File: config.mk
export PLATFORM = sky130hd
export DESIGN_NAME = consumidor_salida
export DESIGN_NICKNAME = d
export VERILOG_FILES = /design/src/rtl/consumidor_salida.sv
export SDC_FILE = /design/constraint.sdc
export NUM_CORES = 1
export LEC_CHECK = 0
export CORE_MARGIN = 8
export CORE_UTILIZATION = 31
export DETAILED_ROUTE_END_ITERATION = 8
export PLACE_DENSITY = 0.58
export RECOVER_POWER = 50
export SLEW_MARGIN = 20
export SYNTH_ARGS = -nofsm -noshare
export SYNTH_HDL_FRONTEND = slang
export SYNTH_SLANG_ARGS = --single-unit
export TNS_END_PERCENT = 50
File: constraint.sdc
create_clock -name clk -period 1.25 [get_ports clk]
set_input_delay 0.25 -clock clk [delete_from_list [all_inputs] [get_ports clk]]
set_output_delay 0.25 -clock clk [all_outputs]
set_load 0.05 [all_outputs]
File: src/rtl/consumidor_salida.sv
// Purpose: round-robin sink for destination FIFOs D0/D1 with a destination-bit check and per-channel word counters.
// Latency: pop in cycle N, FIFO data in N+1, out_valid/out_data/out_chan registered and visible in N+2; one word per cycle sustained.
// Backpressure: hold or enable=0 blocks new pops at once; a word already popped is still delivered (at most 1 after hold rises).
module consumidor_salida #(
    parameter int DATA_W      = 6,
    parameter int CNT_W       = 8,
    parameter bit STOP_ON_ERR = 1'b1
) (
    input  logic              clk,
    input  logic              reset,
    input  logic              enable,
    input  logic              hold,
    input  logic              D0_empty,
    input  logic              D1_empty,
    input  logic [DATA_W-1:0] data_out0,
    input  logic [DATA_W-1:0] data_out1,
    output logic              pop_D0,
    output logic              pop_D1,
    output logic [DATA_W-1:0] out_data,
    output logic              out_valid,
    output logic              out_chan,
    output logic [CNT_W-1:0]  cnt_D0,
    output logic [CNT_W-1:0]  cnt_D1,
    output logic              error_dest,
    output logic [1:0]        state
);

    typedef enum logic [1:0] {
        IDLE   = 2'd0,
        ACTIVE = 2'd1,
        ERROR  = 2'd2
    } state_t;

    state_t            st;
    logic              rr;          // 0 favours D0 when both FIFOs have data
    logic              pend_vld;    // a pop was issued last cycle; its data is on the FIFO bus now
    logic              pend_chan;   // channel that pop went to
    logic              pop_ok;
    logic              both_rdy;
    logic              any_pop;
    logic              sel_d1;
    logic [DATA_W-1:0] cap_data;
    logic              mismatch;

    assign state = st;

    // Arbitration and pop generation; the capture path follows the recorded channel, not the live empty flags
    always_comb begin
        pop_ok   = (st == ACTIVE) && enable && !hold;
        both_rdy = !D0_empty && !D1_empty;
        sel_d1   = both_rdy ? rr : D0_empty;
        any_pop  = pop_ok && !(D0_empty && D1_empty);
        pop_D0   = any_pop && !sel_d1;
        pop_D1   = any_pop && sel_d1;
        cap_data = pend_chan ? data_out1 : data_out0;
        mismatch = pend_vld && (cap_data[4] != pend_chan);
    end

    // Control FSM, round-robin pointer and pending-read tracking
    always_ff @(posedge clk or posedge reset) begin
        if (reset) begin
            st        <= IDLE;
            rr        <= 1'b0;
            pend_vld  <= 1'b0;
            pend_chan <= 1'b0;
        end else begin
            pend_vld <= any_pop;
            if (any_pop) begin
                pend_chan <= sel_d1;
                // Both ready: toggle; one ready: point at the other. Either way the loser is favoured next.
                rr        <= ~sel_d1;
            end
            case (st)
                IDLE: begin
                    if (enable) st <= ACTIVE;
                end
                ACTIVE: begin
                    if (mismatch && STOP_ON_ERR) st <= ERROR;
                    else if (!enable && !pend_vld) st <= IDLE;
                end
                ERROR: begin
                    st <= ERROR;
                end
                default: begin
                    st <= IDLE;
                end
            endcase
        end
    end

    // Output register, per-channel counters and sticky destination error
    always_ff @(posedge clk or posedge reset) begin
        if (reset) begin
            out_data   <= '0;
            out_valid  <= 1'b0;
            out_chan   <= 1'b0;
            cnt_D0     <= '0;
            cnt_D1     <= '0;
            error_dest <= 1'b0;
        end else begin
            out_valid <= pend_vld;
            if (pend_vld) begin
                out_data <= cap_data;
                out_chan <= pend_chan;
                if (pend_chan) cnt_D1 <= cnt_D1 + CNT_W'(1);
                else           cnt_D0 <= cnt_D0 + CNT_W'(1);
            end
            if (mismatch) error_dest <= 1'b1;
        end
    end

endmodule

## Yosys cells after proc, flatten, opt, wreduce, memory -nomap -nowiden

Index checks and enable logic that the tools add are counted.
W data, S select, Z words.

| storage, ports and cells | value |
|---|---|
| register bits after elaboration | 30 |
| latch bits | 0 |
| RAM bits | 0 |
| bits in read-only memories | 0 |
| memories kept | 0 |

| cells by class | value |
|---|---|
| $add $sub $neg | 2 |
| multipliers | 0 |
| divide/modulo/power cells | 0 |
| $lt $le $gt $ge | 0 |
| eq/ne operators | 5 |
| shift-type cells | 0 |
| muxes and demuxes | 6 |
| bitwise logic cells | 2 |
| reductions and logical operators | 20 |

Operators by type and width:

| cell | count |
|---|---|
| $add A8 B1 Y8 const B | 2 |
| $logic_and A1 B1 Y1 | 9 |
| $logic_not A1 Y1 | 7 |
| $mux W2 | 3 |
| $mux W6 | 1 |
| $pmux W2 S3 | 1 |
| $reduce_and A2 Y1 | 3 |
| $ne A3 B2 Y1 const B | 1 |
| $eq A2 B1 Y1 const B | 1 |
| $eq A2 B2 Y1 const B | 1 |
| $logic_not A2 Y1 | 1 |
| $ne A2 B2 Y1 const B | 1 |
| $not A1 Y1 | 2 |
| $mux W1 | 1 |
| $ne A1 B1 Y1 | 1 |

## Depth between registers and ports, before layout

Gate-level depths: netlist (run 1).

| depth | value |
|---|---|
| word-level depth | 5 |
| depth in mapped cells | 4 |
| gate-level depth less buffers | 4 |

## Worst setup path after synthesis (run 1)

Ideal clock, no wire load.

| timing path | value |
|---|---|
| path type | flip-flop to output port |
| start point | register st[0], in the netlist state[0] |
| end point | output pop_D0 |
| data arrival time | 1.511 ns |
| required time | 1.000 ns |
| setup slack | -0.511 ns |
| stages on the path, launching flop included | 3 |
| path buffers | 0 |
| cell sequence | dfrtp_1 > nand2_1 > nor4b_4 |

| between the ends | value |
|---|---|
| longest elaborated chain between the ends | 5 |

RTL lines:

| what | line | text |
|---|---|---|
| start, declared | 34 | `state_t st;` |
| start signal, assigned | 62 | `st <= IDLE;` |
| start signal, assigned | 75 | `if (enable) st <= ACTIVE;` |
| start signal, assigned | 78 | `if (mismatch && STOP_ON_ERR) st <= ERROR;` |
| $eq A2 B1 Y1 | 49 | `pop_ok = (st == ACTIVE) && enable && !hold;` |
| $logic_and A1 B1 Y1 (2 in series) | 49 |  |
| $logic_and A1 B1 Y1 | 52 | `any_pop = pop_ok && !(D0_empty && D1_empty);` |
| $logic_and A1 B1 Y1 | 53 | `pop_D0 = any_pop && !sel_d1;` |
| end, declared | 17 | `output logic pop_D0,` |

Every way passes these cells.

## Final worst setup path (run 1)

| timing path | value |
|---|---|
| start point | register st[1], in the netlist state[1] |
| end point | output pop_D1 |

| between the ends | value |
|---|---|
| longest elaborated chain between the ends | 5 |

RTL lines:

| what | line | text |
|---|---|---|
| $eq A2 B1 Y1 | 49 |  |
| $logic_and A1 B1 Y1 (2 in series) | 49 |  |
| $logic_and A1 B1 Y1 | 52 |  |
| $logic_and A1 B1 Y1 | 54 | `pop_D1 = any_pop && sel_d1;` |
| end, declared | 18 | `output logic pop_D1,` |

Every way passes these cells.

==> results of run 1 <==
==> cell usage after synthesis (all sizes together) <==
cell | n | share of area [%]
a21oi | 7 | 2.6
nand2b | 1 | 0.46
a31oi | 1 | 0.46
mux2i | 6 | 4.5
o2111ai | 1 | 0.65
xor2 | 2 | 1.3
and2 | 1 | 0.46
nor2b | 1 | 0.46
a21o | 1 | 0.56
nor2 | 9 | 2.5
o21ba | 1 | 0.74
nor4b | 1 | 1.8
dfrtp | 30 | 56
nand3 | 2 | 0.74
and3 | 3 | 1.5
and4 | 1 | 0.84
and4b | 1 | 0.84
o21ai | 1 | 0.37
mux2 | 2 | 2.2
buf | 3 | 2.2
nand3b | 1 | 0.56
inv | 4 | 1.1
nor3 | 1 | 0.74
o211ai | 1 | 0.56
ha | 2 | 1.9
nand2 | 11 | 4.2
nand4 | 5 | 2.3
xnor2 | 12 | 7.8
==> per-stage QoR <==
stage / worst slack [ns] / cell area, sq um / hold WS [ns] / TNS [ns]
global route: -0.4204 / 2409 / 0.4488 / -0.9550
floorplan: -0.3604 / 1373 / 0.3400 / -1.174
CTS: -0.3365 / 2417 / 0.3103 / -0.6713
finish: -0.3409 / 2409 / 0.4095 / -0.7447
detailed placement: -0.3878 / 2276 / 0.4671 / -1.304
global placement: -0.3668 / 2276 / 0.4702 / -1.194
==> sequential cells by signal, summed over array words and instances (netlist names) <==
| signal | flops |
|---|---|
| pend_vld | 1 |
| out_valid | 1 |
| error_dest | 1 |
| state | 2 |
| out_data | 6 |
| pend_chan | 1 |
| rr | 1 |
| cnt_D0 | 8 |
| out_chan | 1 |
| cnt_D1 | 8 |
==> cells by family (layout without fill, tap and decap cells) <==
group,Yosys count,in the layout,share of synthesized area [%]
fa+ha+maj,2,2,1.857
compound gates,13,13,5.943
mux,8,8,6.686
xor+xnor,14,14,9.100
simple gates,38,38,17.36
flops,30,30,55.71
buf+inv,7,75,3.342
==> worst paths after layout <==
check | end | from | cells past startpoint | slack, ns
max | pop_D1 | state[1]$_DFFE_PP0P_ | 4 | -0.34
min | state[0]$_DFFE_PP0P_ | enable | 4 | 0.41
max reg2reg | cnt_D0[7]$_DFFE_PP0P_ | pend_chan$_DFFE_PP0P_ | 3 | 0.07
min reg2reg | cnt_D0[7]$_DFFE_PP0P_ | cnt_D0[7]$_DFFE_PP0P_ | 1 | 0.53
max in group asynchronous | cnt_D0[3]$_DFFE_PP0P_ | reset | 3 | 0.24
min in group asynchronous | cnt_D1[7]$_DFFE_PP0P_ | reset | 3 | 0.48
==> cell type report <==
type | instances | area (sq um)
timing repair buffer | 63 | 890.9
clock buffer | 7 | 86.33
fill | 372 | 1856
clock inverter | 1 | 5.005
multi-input combinational | 75 | 579.3
inverter | 4 | 15.01
tap | 52 | 65.06
sequential | 30 | 767.0
==> worst register-to-register path, cell delays in order (launching register included) <==
cell and delay (ns):
dfrtp_2 0.46, and4b_2 0.33, nand4_1 0.13, xnor2_1 0.15
==> layer usage <==
metal	GRT usage [%]	vias to the layer above	part of all wire [%]
li1	-	519	-
met1	11.16	497	38
met2	17.60	35	49
met3	7.221	4	12
met4	3.684	0	1.2
met5	0	-	0
==> where the power goes <==
group / total (mW) / switching, mW / internal, mW
clock network: 0.799 / 0.356 / 0.443
registers: 1.46 / 0.257 / 1.20
logic: 2.20 / 1.08 / 1.12
==> timing repair <==
item	CTS	global route
endpoints found under the setup margin	6	13
pin swaps	2	4
buffers inserted	4	3
hold buffers	0	0
resized for setup	8	7
==> summary.md, run 1 <==
| Metric | Value |
|---|---|
| CP bufs+invs | `1` |
| Yosys Warn Count | `0` |
| Die Wd | `81.93 microns` |
| Area Overhead vs Synth | `78.74%` |
| Most common cell after layout, fill and taps aside | `buf_12` |
| Most frequent cells in the layout | `29 x buf_12, 17 x dfrtp_1, 14 x clkdlybuf4s50_1` |
| Crit path max-delay cell type | `dfrtp_2` |
| Syn Inst Count | `112` |
| Synth Register Bits | `30` |
| Minimum clock period | `1.591 ns` |
| Mapped Avg Cell Area | `12.03 sq um` |
| Total GRT Usage | `10.90%` |
| Top-level port count | `47` |
| Skew final | `0.006205 ns` |
| RSZ-0062 raised after global routing | `yes` |
| H-tree depth | `2` |
| # clock sinks | `30` |
| Share of layout cells above drive strength 1 | `43.89%` |
| First-pass GRT wire length | `5533 microns` |
| Crit path launch type | `flip-flop` |
| Fin. Hold Viols | `0` |
| Vias in the first global route | `1168` |
| GRT overflow | `0` |
| Power per cell area | `1848 mW/mm^2` |
| Clock buffer depth | `2` |
| Synth cell types | `31` |
| WS Path Type | `flip-flop to output pin` |
| Worst hold path type | `primary input to flip-flop` |
| Worst Tran Pin Value | `0.7408 ns` |
| Crit-path cells | `nor2_4, nand4_1, o21ba_4, buf_12` |
| DPL Wire Length | `2557 microns` |
| DRC | `0` |
| Final core utilization | `56.48%` |
| Mapped Area | `0.001348 sq mm` |
| Die ar. | `0.006713 sq mm` |
| Final setup violation count | `3` |
| Max stage delay on crit path | `0.43 ns` |
| Violated checks | `setup timing` |
| Die height | `81.93 microns` |
| Final worst-path cycle share | `127.3%` |
| CTS buffer count | `5` |
| MaxCap Viol Count | `0` |
| Clock Latency Late Sink | `0.28 ns` |
| Root Buffer | `clkbuf_8` |
| Maximum fanout along the worst path | `2` |
| TritonCTS clock tree | `done` |
| Final cell count without fillers | `232` |
| RD Place Congestion | `0.7116` |
| Delay-heaviest family, CP | `flip-flops` |
| Avg Vias per Cell | `4.547` |
| F_max | `628.6 MHz` |
| Sequential element share of the synthesized area | `55.71%` |
| Slew Limit Headroom | `50.61%` |
| Syn nets | `132` |
| Max-slew violation count | `0` |
| Core ar. | `0.004264 sq mm` |
| Worst endpoint required time | `1.00 ns` |
| Via count | `1055` |
| Nets | `199` |
| Worst setup margin | `-0.3409 ns` |
| Pre-Repair DR Iteration Count | `4` |
| Peak VDD IR | `0.9219 mV` |
| Final wirelength | `3296 microns` |
| ANT nets after route | `0` |
| PortBufs | `46` |
| Std-Cell Rows | `24` |
| Largest net degree at the start of global routing | `31` |
| Total power | `4.451 mW` |
| Crit end category | `output pin` |
| # diodes | `0` |
| Leakage | `1.100 nW` |
| Clock slew seen by the registers of the worst setup and hold paths | `0.06 ns` |
| Placed Cells | `221` |
| Initial core utilization | `31.60%` |
| Wirelength per Cell | `14.21 microns` |
| Initial drt markers | `32` |
| Outcome | `complete, but fails checks` |
| Worst EP arrival | `1.34 ns` |
| Initial antenna violation count | `0` |
(Power assumes the default switching activity.)
==> run 2: changes to the inputs <==
--- a/config.mk
+++ b/config.mk
@@ -10,6 +10,7 @@
 export DETAILED_ROUTE_END_ITERATION = 8
 export PLACE_DENSITY = 0.58
 export RECOVER_POWER = 50
+export REMOVE_ABC_BUFFERS = 1
 export SLEW_MARGIN = 20
 export SYNTH_ARGS = -nofsm -noshare
 export SYNTH_HDL_FRONTEND = slang
==> run 2 against run 1 <==
  * The run still ends with setup timing left
  * Critical endpoint is now pop_D0
  * Count of clock-buffer cells in the layout unchanged
  * Wire length down 1.1%
  * Largest cell class unchanged
  * Sequential share of layout area is 0.46 points lower
  * Critical path type unchanged
==> summary.md, run 2 (synthesis results as in run 1) <==
| Metric | Value |
|---|---|
| F_max | `642.1 MHz (was 628.6 MHz)` |
| GRT overflow | `0 (unchanged)` |
| MaxCap Viol Count | `0 (unchanged)` |
| Minimum clock period | `1.557 ns (was 1.591 ns)` |
| Core ar. | `0.004264 sq mm (unchanged)` |
| Worst path depth | `3 (was 4)` |
| Crit-path cells | `nor2b_4, nor4b_4, buf_12 (was nor2_4, nand4_1, o21ba_4, buf_12)` |
| Worst R2R Start | `pend_vld$_DFF_PP0_ (was pend_chan$_DFFE_PP0P_)` |
| Clock slew seen by the registers of the worst setup and hold paths | `0.06 ns (about the same)` |
| Top Registers | `cnt_D0 x8, cnt_D1 x8, out_data x6 (unchanged)` |
| Final core utilization | `56.28% (was 56.48%)` |
| Area Overhead vs Synth | `78.09% (was 78.74%)` |
| Setup TNS Final | `-0.7329 ns (was -0.7447 ns)` |
| Clock Latency Late Sink | `0.27 ns (was 0.28 ns)` |
| Worst Tran Pin Value | `0.7301 ns (was 0.7408 ns)` |
| Power per cell area | `1848 mW/mm^2 (about the same)` |
| Initial core utilization | `31.60% (unchanged)` |
| CP bufs+invs | `1 (unchanged)` |
| Final worst-path cycle share | `124.6% (was 127.3%)` |
| Die ar. | `0.006713 sq mm (unchanged)` |
| Design area | `0.002400 sq mm (was 0.002409 sq mm)` |
| Via count | `1061 (was 1055)` |
| Share of layout cells above drive strength 1 | `37.36% (was 43.89%)` |
| Worst hold path type | `flip-flop to flip-flop (was primary input to flip-flop)` |
| CP Capture Point | `pop_D0 (was pop_D1)` |
| Worst EP arrival | `1.31 ns (was 1.34 ns)` |
| Crit end category | `output pin (unchanged)` |
| Violated checks | `setup timing (unchanged)` |
| Worst endpoint required time | `1.00 ns (about the same)` |
| Leakage | `1.116 nW (was 1.100 nW)` |
| DRC | `0 (unchanged)` |
| GR Util met2 | `17.44% (was 17.60%)` |
| Max stage delay on crit path | `0.38 ns (was 0.43 ns)` |
| FF+latch area | `753.2 sq um (was 767.0 sq um)` |
| Outcome | `complete, but fails checks (unchanged)` |
| Die Wd | `81.93 microns (unchanged)` |
| DPL Wire Length | `2525 microns (was 2557 microns)` |
| Nets | `201 (was 199)` |
| Crit path max-delay cell type | `dfrtp_1 (was dfrtp_2)` |
| Multi-input gate area | `570.5 sq um (was 579.3 sq um)` |
| Hold_sp | `rr$_DFFE_PP0P_ (was enable)` |
| H-tree depth | `2 (unchanged)` |
| Most frequent cells in the layout | `29 x buf_12, 28 x dfrtp_1, 12 x xnor2_1, 12 x clkdlybuf4s50_1, 11 x buf_4 (was 29 x buf_12, 17 x dfrtp_1, 14 x clkdlybuf4s50_1)` |
| Maximum fanout along the worst path | `2 (unchanged)` |
| Filler Cells Inserted | `376 (was 372)` |
| Wirelength per Cell | `13.93 microns (was 14.21 microns)` |
| Slew Limit Headroom | `51.33% (was 50.61%)` |
| Worst Hold Depth | `1 (was 4)` |
| GRT Max-Usage Layer | `met2 (unchanged)` |
| Die height | `81.93 microns (unchanged)` |
| Largest net degree at the start of global routing | `31 (unchanged)` |
| Crit path launch type | `flip-flop (unchanged)` |
| First-pass GRT wire length | `5361 microns (was 5533 microns)` |
| RSZ-0062 raised after global routing | `yes (unchanged)` |
| R2R cell count | `4 (was 3)` |
| Total GRT Usage | `10.37% (was 10.90%)` |
| Avg Vias per Cell | `4.534 (was 4.547)` |
| Clock buffer depth | `2 (unchanged)` |
| ANT nets after route | `0 (unchanged)` |
| Fin. Hold Viols | `0 (unchanged)` |
| Placed Area | `0.002278 sq mm (was 0.002276 sq mm)` |
| # diodes | `0 (unchanged)` |
| R2R Path End | `cnt_D1[5]$_DFFE_PP0P_ (was cnt_D0[7]$_DFFE_PP0P_)` |
| Final setup violation count | `5 (was 3)` |
| Top-level port count | `47 (unchanged)` |
| PortBufs | `46 (unchanged)` |
| Peak VDD IR | `1.074 mV (was 0.9219 mV)` |
| Delay-heaviest family, CP | `simple AND/OR/NAND/NOR gates (was flip-flops)` |
| Std-Cell Rows | `24 (unchanged)` |
| Final wirelength | `3259 microns (was 3296 microns)` |
| Initial drt markers | `31 (was 32)` |
| Most common cell after layout, fill and taps aside | `buf_12 (unchanged)` |
| Met3 GRT Util | `5.799% (was 7.221%)` |
| Initial antenna violation count | `0 (unchanged)` |
| TritonCTS clock tree | `done (unchanged)` |
| Slack of the worst reg-to-reg path | `-0.05 ns (was 0.07 ns)` |
| CTS buffer count | `5 (unchanged)` |
| Start point of the critical path | `rr$_DFFE_PP0P_ (was state[1]$_DFFE_PP0P_)` |
| Met1 usage | `11.00% (was 11.16%)` |
| RD Place Congestion | `0.7092 (was 0.7116)` |
| Pre-Repair DR Iteration Count | `4 (unchanged)` |
| Vias in the first global route | `1135 (was 1168)` |
| Max-slew violation count | `0 (unchanged)` |
| WS Path Type | `flip-flop to output pin (unchanged)` |
| # clock sinks | `30 (unchanged)` |
| Skew final | `0.004431 ns (was 0.006205 ns)` |
| Root Buffer | `clkbuf_8 (unchanged)` |
| Worst setup margin | `-0.3073 ns (was -0.3409 ns)` |
run 2: cell count changes in the layout (fill, tap and decap cells not counted), sizes merged:
cell | before | now
dlygate4sd2 | 2 | 4
clkbuf | 9 | 12
clkdlybuf4s50 | 14 | 12
dlymetal6s2s | 1 | 0
dlygate4sd3 | 0 | 1
buf | 44 | 43
run 2: worst min path at each step:
stage | endpoint
finish | rr$_DFFE_PP0P_
global route | state[0]$_DFFE_PP0P_
CTS | cnt_D1[5]$_DFFE_PP0P_
detailed placement | rr$_DFFE_PP0P_
global placement | rr$_DFFE_PP0P_
floorplan | cnt_D0[0]$_DFFE_PP0P_
run 2: final cells by class:
type                       count  area share, %
tap                           52          2.711
timing repair buffer          65          37.70
clock inverter                 1         0.2086
multi-input combinational     75          23.77
sequential                    30          31.39
inverter                       4         0.6257
clock buffer                   7          3.597
run 2: per-stage QoR:
stage | cells | setup slack [ns] | hold WS [ns] | power [mW]
after floorplan | 109 | -0.5106 | 0.3408 | 2.378
after global placement | 223 | -0.3293 | 0.4746 | 3.614
after detailed placement | 223 | -0.3838 | 0.4622 | 3.655
after CTS | 232 | -0.3100 | 0.3432 | 4.474
after global routing | 234 | -0.3708 | 0.5088 | 4.653
final | 234 | -0.3073 | 0.4852 | 4.435
run 2: worst register-to-register path: cells and delay by family, from the launching register on:
kind / cells / cell delay [ns]
simple gates: 2 / 0.41
flops: 1 / 0.37
buf+inv: 1 / 0.27
xor+xnor: 1 / 0.15
run 2: power breakdown:
group	internal (mW)	switching, mW	leakage [nW]
clock network	0.443	0.335	0.0482
logic	1.14	1.08	0.693
registers	1.18	0.262	0.374
total	2.76	1.67	1.12
run 2: repair_timing:
| item | in CTS | in global routing |
|---|---|---|
| setup buffers | 1 | 3 |
| pin swaps | 3 | 3 |
| cloned | 0 | 1 |
| hold buffers | 0 | 0 |
| setup endpoints to repair | 9 | 11 |
| resized for setup | 12 | 3 |
run 2: layer usage:
layer / vias to the layer above / share of wire, % / wire length (microns)
li1: 524 / - / -
met1: 499 / 41 / 1349
met2: 34 / 49 / 1586
met3: 4 / 9.4 / 306
met4: 0 / 0.52 / 17
met5: - / 0 / 0
